`src/rtl/operand_sel_pipe.sv`:
```
// operand_sel_pipe: pipelined ALU operand-B select.
// Picks one of NREG register operands or a zero/sign-extended immediate.
// The result is registered behind a valid/ready handshake.
// Build option: define OPSEL_SKID_EN to add a skid register. With it, in_ready
// becomes a pure register output and sustains full throughput under back-pressure.
//
// Handshake: a beat moves on a rising edge where valid && ready. The producer
// holds the beat stable until that edge. out_data/out_is_imm/sel_err stay
// stable while out_valid && !out_ready.
module operand_sel_pipe #(
  parameter int DATA_W = 16,
  parameter int IMM_W  = 4,
  parameter int NREG   = 2,
  parameter int SEL_W  = $clog2(NREG + 1)
) (
  input  logic                   clk,
  input  logic                   rst,
  input  logic                   in_valid,
  output logic                   in_ready,
  input  logic [NREG*DATA_W-1:0] reg_srcs,
  input  logic [IMM_W-1:0]       imm,
  input  logic                   sext,
  input  logic [SEL_W-1:0]       sel,
  output logic                   out_valid,
  input  logic                   out_ready,
  output logic [DATA_W-1:0]      out_data,
  output logic                   out_is_imm,
  output logic                   sel_err,
  output logic [1:0]             dbg_state_o
);

  // A beat is packed as {sel_err, is_imm, data}.
  localparam int BEAT_W = DATA_W + 2;

  typedef enum logic [1:0] {
    ST_EMPTY = 2'd0,
    ST_ONE   = 2'd1,
    ST_TWO   = 2'd2
  } state_e;

  state_e              state_q, state_d;
  logic [BEAT_W-1:0]   out_q, out_d;
  logic [BEAT_W-1:0]   beat_in;
  logic [DATA_W-1:0]   imm_ext;
  logic [DATA_W-1:0]   reg_data;
  logic                acc;
  logic                dq;

`ifdef OPSEL_SKID_EN
  logic [BEAT_W-1:0]   skid_q, skid_d;
  logic                in_ready_q;
`else
  logic                ready_en_q;
`endif

  // Immediate extension; at full width the field passes through untouched.
  generate
    if (IMM_W == DATA_W) begin : g_imm_full
      assign imm_ext = imm;
    end else begin : g_imm_ext
      assign imm_ext = {{(DATA_W-IMM_W){sext & imm[IMM_W-1]}}, imm};
    end
  endgenerate

  // Operand select: register source, immediate, or a zero beat flagged as illegal.
  always_comb begin
    reg_data = '0;
    for (int k = 0; k < NREG; k++) begin
      if (sel == SEL_W'(k)) reg_data = reg_srcs[k*DATA_W +: DATA_W];
    end
    if (sel < SEL_W'(NREG)) begin
      beat_in = {1'b0, 1'b0, reg_data};
    end else if (sel == SEL_W'(NREG)) begin
      beat_in = {1'b0, 1'b1, imm_ext};
    end else begin
      beat_in = {1'b1, 1'b0, {DATA_W{1'b0}}};
    end
  end

`ifdef OPSEL_SKID_EN
  assign in_ready = in_ready_q;
`else
  // Gated until the first edge after reset so a beat seen while reset releases is refused.
  assign in_ready = ready_en_q && (!out_valid || out_ready);
`endif

  assign acc = in_valid && in_ready;
  assign dq  = out_valid && out_ready;

  // Next-state and storage steering for the output (and skid) registers.
  always_comb begin
    state_d = state_q;
    out_d   = out_q;
`ifdef OPSEL_SKID_EN
    skid_d  = skid_q;
`endif
    case (state_q)
      ST_EMPTY: begin
        if (acc) begin
          out_d   = beat_in;
          state_d = ST_ONE;
        end
      end
      ST_ONE: begin
        if (acc && dq) begin
          out_d = beat_in;
`ifdef OPSEL_SKID_EN
        end else if (acc) begin
          skid_d  = beat_in;
          state_d = ST_TWO;
`else
        end else if (acc) begin
          out_d = beat_in;
`endif
        end else if (dq) begin
          state_d = ST_EMPTY;
        end
      end
`ifdef OPSEL_SKID_EN
      ST_TWO: begin
        if (dq) begin
          out_d   = skid_q;
          state_d = ST_ONE;
        end
      end
`endif
      default: begin
        state_d = ST_EMPTY;
      end
    endcase
  end

  // State and beat registers; reset discards every held beat.
  always_ff @(posedge clk or posedge rst) begin
    if (rst) begin
      state_q    <= ST_EMPTY;
      out_q      <= '0;
`ifdef OPSEL_SKID_EN
      skid_q     <= '0;
      in_ready_q <= 1'b0;
`else
      ready_en_q <= 1'b0;
`endif
    end else begin
      state_q    <= state_d;
      out_q      <= out_d;
`ifdef OPSEL_SKID_EN
      skid_q     <= skid_d;
      in_ready_q <= (state_d != ST_TWO);
`else
      ready_en_q <= 1'b1;
`endif
    end
  end

  assign out_valid   = (state_q != ST_EMPTY);
  assign out_data    = out_q[DATA_W-1:0];
  assign out_is_imm  = out_q[DATA_W];
  assign sel_err     = out_q[DATA_W+1];
  assign dbg_state_o = state_q;

endmodule
```
`config.mk`:
```
export PLATFORM = sky130hd
export DESIGN_NAME = operand_sel_pipe
export DESIGN_NICKNAME = d
export VERILOG_FILES = /design/src/rtl/operand_sel_pipe.sv
export SDC_FILE = /design/constraint.sdc
export NUM_CORES = 1
export LEC_CHECK = 0
export ABC_AREA = 1
export CORE_UTILIZATION = 37
export CTS_CLUSTER_DIAMETER = 50
export DETAILED_ROUTE_END_ITERATION = 10
export PLACE_DENSITY = 0.8
export SLEW_MARGIN = 20
export SYNTH_ARGS = -nofsm -noshare
export SYNTH_HDL_FRONTEND = slang
export SYNTH_SLANG_ARGS = --single-unit
```
`constraint.sdc`:
```
create_clock -name clk -period 1.3 [get_ports clk]
set_input_delay 0.325 -clock clk [delete_from_list [all_inputs] [get_ports clk]]
set_output_delay 0.325 -clock clk [all_outputs]
set_load 0.005 [all_outputs]
```
# After elaboration in Yosys (flattened, before gate mapping)

Cells that the tools add are included.
Widths: inputs -> output; s select.

Magnitude comparators: 1
Equality and inequality tests: 7
Reductions and logical operators: 11
Bitwise gates (word level): 1
Muxes and demuxes: 12

Operators with widths:

| cell               | number |
|---|---|
| $mux 18            | 4 |
| $pmux 18 s2        | 1 |
| $mux 16            | 2 |
| $mux 2             | 4 |
| $ne 2x2->1 const B | 4 |
| $eq 2x1->1 const B | 2 |
| $logic_and 1x1->1  | 4 |
| $logic_not 2->1    | 2 |
| $pmux 2 s2         | 1 |
| $reduce_and 4->1   | 1 |
| $reduce_bool 2->1  | 2 |
| $eq 2x2->1 const B | 1 |
| $lt 2x2->1 const B | 1 |
| $and 1x1->1        | 1 |
| $logic_not 1->1    | 1 |
| $logic_or 1x1->1   | 1 |

Input port bits: 43
Register bits: 21
Output and inout bits: 22
Logic and storage cells: 35

# Longest topological paths before layout

Word-level depth: 8
Depth in mapped cells: 7
Gate-level depth less buffers: 6

# Least setup slack after synthesis

Ideal clock, no wire load.

Path kind: reg-to-reg
Start: reg state_q[0] (netlist: dbg_state_o[0])
End: reg out_q[7]
Clock period less this slack: 1.051 ns
Setup slack: 0.249 ns
Cell stages (with the launch flop): 7
Data arrival time: 0.985 ns
Path through: dfrtp_1 -> nand2_1 -> nand3_1 -> inv_2 -> buf_2 -> nand2_1 -> nand2_1

Longest elaborated chain between the ends: 8
Elaborated cells between the ends (all ways): 13

RTL lines:

| item                                                | line | text |
|---|---|---|
| start, declared                                     | 41   | `state_e state_q, state_d;` |
| start signal, assigned                              | 145  | `state_q <= state_d;` |
| $reduce_bool 2->1                                   | 156  | `assign out_valid = (state_q != ST_EMPTY);` |
| $logic_not 1->1                                     | 84   | `assign in_ready = ready_en_q && (!out_valid \|\| out_ready);` |
| $logic_or 1x1->1                                    | 84   |  |
| $logic_and 1x1->1                                   | 84   |  |
| $logic_and 1x1->1                                   | 87   | `assign acc = in_valid && in_ready;` |
| $mux 18 / $logic_and 1x1->1 (equally long branches) | n/a  |  |
| $mux 18                                             | 105  | `if (acc && dq) begin` |
| $pmux 18 s2 (*)                                     | 97   | `case (state_q)` |
| via out_d[7]                                        | 42   | `logic [BEAT_W-1:0] out_q, out_d;` |
| end signal, assigned                                | 146  | `out_q <= out_d;` |
| end, declared                                       | 42   |  |

Mark *: on every way through the listed nets, which the timed path passes. The rest lies on a longest branch.
A chain may end at the register's enable or synchronous reset.

# Worst setup path in the final report

Start: reg out_q[1]
End: out out_data[1]

RTL lines:

| item          | line | text |
|---|---|---|
| end, declared | 26   | `output logic [DATA_W-1:0] out_data,` |

No word-level cell between the ends.

==> impl_metrics.prom <==
# TYPE chip_impl_metric gauge
chip_impl_metric{name="drc",unit=""} 0
chip_impl_metric{name="route.detailed.vias_per_inst",unit=""} 5.007
chip_impl_metric{name="std_cell_rows",unit=""} 19
chip_impl_info{name="timing.critical_path.slowest_stage_cell",value="dfrtp_1"} 1
chip_impl_metric{name="synthesis.instances",unit=""} 155
chip_impl_metric{name="drive_gt1_share",unit="%"} 15.61
chip_impl_metric{name="synth_simple_gate_area_share",unit="%"} 44.33
chip_impl_metric{name="via_count",unit=""} 1342
chip_impl_metric{name="totalWireLength",unit="um"} 3412
chip_impl_info{name="highest_layer",value="met4"} 1
chip_impl_metric{name="critPathArrivalTime",unit="ps"} 980
chip_impl_metric{name="post-dp-hpwl",unit="um"} 2548
chip_impl_metric{name="cts.path.max_buffers",unit=""} 2
chip_impl_metric{name="dr.pass1.iters",unit=""} 4
chip_impl_metric{name="finish.net_count",unit=""} 282
chip_impl_metric{name="wl_per_cell",unit="um"} 12.73
chip_impl_metric{name="route.met2.wl",unit="um"} 1822
chip_impl_info{name="dominant_combinational_cell_family_by_area_after_synthesis",value="simple AND/OR/NAND/NOR gates"} 1
chip_impl_metric{name="cts_hold_buffers",unit=""} 0
chip_impl_metric{name="finalHoldViolations",unit=""} 0
chip_impl_metric{name="die_height",unit="um"} 56.05
chip_impl_metric{name="routed-wl-met3",unit="um"} 212
chip_impl_metric{name="die_w",unit="um"} 56.05
chip_impl_info{name="critical_path.cell_chain",value="dlygate4sd2_1"} 1
chip_impl_metric{name="min_period_over_period",unit="%"} 100.0
chip_impl_info{name="hold_path_class",value="primary input to async pin"} 1
chip_impl_info{name="cp-startpoint",value="out_q[1]"} 1
chip_impl_metric{name="flow.area_growth_from_synthesis",unit="%"} 77.31
chip_impl_metric{name="critical_path.max_stage_delay",unit="ps"} 410
chip_impl_metric{name="sequential_to_total_area_share_from_yosys_stat",unit="%"} 46.30
chip_impl_info{name="timing.rr.start",value="dbg_state_o[0]"} 1
chip_impl_info{name="critPathKind",value="flop to output pin"} 1
chip_impl_metric{name="grt_first_pass_wirelength",unit="um"} 5423
chip_impl_metric{name="dr.first_iter.drc_count",unit=""} 52
chip_impl_metric{name="total_routing_resource_utilization_after_global_routing",unit="%"} 22.03
chip_impl_metric{name="p_per_area",unit="mW/mm2"} 860.2
chip_impl_metric{name="flop2flop_setup_slack",unit="ps"} 130
chip_impl_metric{name="insertedDiodeCount",unit=""} 0
chip_impl_metric{name="floorplan.initialDensity",unit="%"} 39.20
chip_impl_metric{name="grt_antenna_before_repair",unit=""} 0
chip_impl_metric{name="cts.sink_count",unit=""} 20
chip_impl_metric{name="timing.setup.tns",unit="ps"} -0.6410
chip_impl_metric{name="globalplace.congestion",unit=""} 0.7536
chip_impl_metric{name="syn-num-nets",unit=""} 198
chip_impl_metric{name="timing_max_transition_violations_final",unit=""} 0
chip_impl_metric{name="first_global_vias",unit=""} 1325
chip_impl_metric{name="synth_fa_ha_area_share",unit="%"} 0
chip_impl_metric{name="final.hold.worst_slack",unit="ps"} 351.0
chip_impl_metric{name="worst-path-buf-inv",unit=""} 1
chip_impl_metric{name="timing.critical_path.required",unit="ps"} 980
chip_impl_metric{name="clock_pin_slew_on_the_worst_setup_and_hold_paths",unit="ps"} 110
chip_impl_info{name="violations",value="negative setup slack"} 1
chip_impl_metric{name="global_route.overflow_total",unit=""} 0
chip_impl_metric{name="worst_supply_voltage_drop_on_vdd",unit="mV"} 0.7695
chip_impl_metric{name="final-instance-count-excl-fill",unit=""} 268
chip_impl_metric{name="core-area",unit="mm2"} 0.002758
chip_impl_metric{name="dpl-instance-area",unit="mm2"} 0.001812
chip_impl_metric{name="fin_area",unit="mm2"} 0.001917
chip_impl_info{name="worst_setup_path_start_kind",value="flop"} 1
chip_impl_info{name="r2r-end",value="out_q[7]"} 1
chip_impl_metric{name="drv_cap",unit=""} 0
chip_impl_info{name="cts_root_buffer",value="clkbuf_4"} 1
chip_impl_info{name="cts_tree",value="built"} 1
chip_impl_metric{name="crit_fanout",unit=""} 2
chip_impl_metric{name="final_ant_viol_nets",unit=""} 0
chip_impl_info{name="rsz_0062_raised_after_global_routing",value="true"} 1
chip_impl_metric{name="share_of_the_synthesized_area_in_compound_gates_ao_oa_aoi_oai",unit="%"} 0.4630
chip_impl_metric{name="static-leakage-power",unit="uW"} 0.001023
chip_impl_metric{name="synth.avg_cell_area",unit="um2"} 6.974
chip_impl_metric{name="wl_met1",unit="um"} 1353
chip_impl_metric{name="largest_net_degree_at_the_start_of_global_routing",unit=""} 21
chip_impl_metric{name="top_level_ports",unit=""} 65
chip_impl_metric{name="htree_levels",unit=""} 1
chip_impl_metric{name="syn_area",unit="mm2"} 0.001081
chip_impl_metric{name="tritoncts.num_buffers",unit=""} 3
chip_impl_metric{name="ff2ff_path_depth",unit=""} 6
chip_impl_metric{name="setup_ws",unit="ps"} -0.6410
chip_impl_metric{name="dpl.cell_count",unit=""} 255
chip_impl_info{name="run_status",value="finished, violations left"} 1
chip_impl_metric{name="total_power",unit="uW"} 1649
chip_impl_info{name="synth_area_leader_cell",value="dfrtp_1"} 1
chip_impl_metric{name="clkLatencyLatePin",unit="ps"} 290
chip_impl_metric{name="ys_seq_elements",unit=""} 20
chip_impl_metric{name="synthMuxAreaShare",unit="%"} 0
chip_impl_metric{name="final-setup-viol-count",unit=""} 1
chip_impl_metric{name="yosysUniqueCellTypes",unit=""} 13
chip_impl_metric{name="synth_top_area_share",unit="%"} 46.30
chip_impl_metric{name="timing.final.crit_period",unit="ps"} 1301
chip_impl_info{name="end_kind",value="output pin"} 1
chip_impl_info{name="post_synth_main_area_contributors",value="dfrtp_1 (46%), nand2_1 (25%), nand3_1 (17%)"} 1
chip_impl_info{name="cp_top_family",value="flip-flops"} 1
chip_impl_metric{name="port_buffers",unit=""} 63
chip_impl_metric{name="synthXorXnorAreaFrac",unit="%"} 0
chip_impl_metric{name="fmaxAchievable",unit="GHz"} 0.7689
chip_impl_metric{name="floorplan.die_area",unit="mm2"} 0.003142
chip_impl_metric{name="worst_clock_skew",unit="ps"} 7.456
chip_impl_metric{name="synthesis.yosys.warnings",unit=""} 0
synthesized netlist by cell type:
| library cell | n |
|---|---|
| nand2_1 | 73 |
| nand3_1 | 37 |
| dfrtp_1 | 20 |
| inv_1 | 6 |
| buf_2 | 5 |
| buf_4 | 2 |
| clkbuf_1 | 2 |
| conb_1 | 2 |
| inv_2 | 2 |
| nor2_1 | 2 |
| nor2_2 | 2 |
| buf_6 | 1 |
| o21ai_1 | 1 |
kinds of logic after synthesis:
| group | Yosys count |
|---|---|
| compound gates | 1 |
| buf+inv | 18 |
| flops | 20 |
| other cells | 2 |
| simple gates | 114 |
flip-flops by register name, summed over array words and instances, names as in the netlist:
register and flops:
dbg_state_o 1, out_q 18, ready_en_q 1
placed cells by master, fill, tap and decap left out, drive strengths merged:
master	instances
inv	8
clkbuf	3
dfrtp	20
nor2	4
o21ai	1
clkdlybuf4s50	39
nand3	37
dlygate4sd2	7
clkdlybuf4s15	13
dlymetal6s2s	1
conb	2
buf	29
nand2	73
where the power goes:
part | internal, uW | switching [uW]
clock | 108 | 175
combinational | 372 | 235
sequential | 710 | 49.7
total | 1190 | 459
per-stage QoR:
| stage | util, % | setup WS (ps) |
|---|---|---|
| floorplan | - | 249.2 |
| global placement | 65.70 | -438.3 |
| detailed placement | 65.70 | -454.2 |
| CTS | 66.79 | -3.949 |
| global route | 69.51 | -108.1 |
| finish | 69.51 | -0.6410 |
metal layers:
layer	up-vias	global-route usage, %
met2	64	43.88
met5	-	0
li1	649	-
met4	0	6.272
met3	4	3.256
met1	625	23.50
how the worst max path moves through the flow:
stage	to	slack [ps]	cells past startpoint
global placement	in_ready	-440	4
global route	in_ready	-110	4
detailed placement	in_ready	-450	4
CTS	in_ready	-4	4
floorplan	out_q[7]	250	6
finish	out_data[1]	-0.6	1
final cells by class:
cell class                      instances  area, um2
Multi-Input combinational cell        117      501.7
Sequential cell                        20      500.5
Fill cell                             235      840.8
Tap cell                               31      38.79
Inverter                                8      32.53
Clock buffer                            3      22.52
Timing Repair Buffer                   89      820.8
what timing repair did:
action,in CTS,in global routing
gates resized for setup,34,17
setup buffers,5,5
endpoints found under the hold margin,0,0
setup endpoints to repair,37,30
Power figures use the tool's default switching activity.
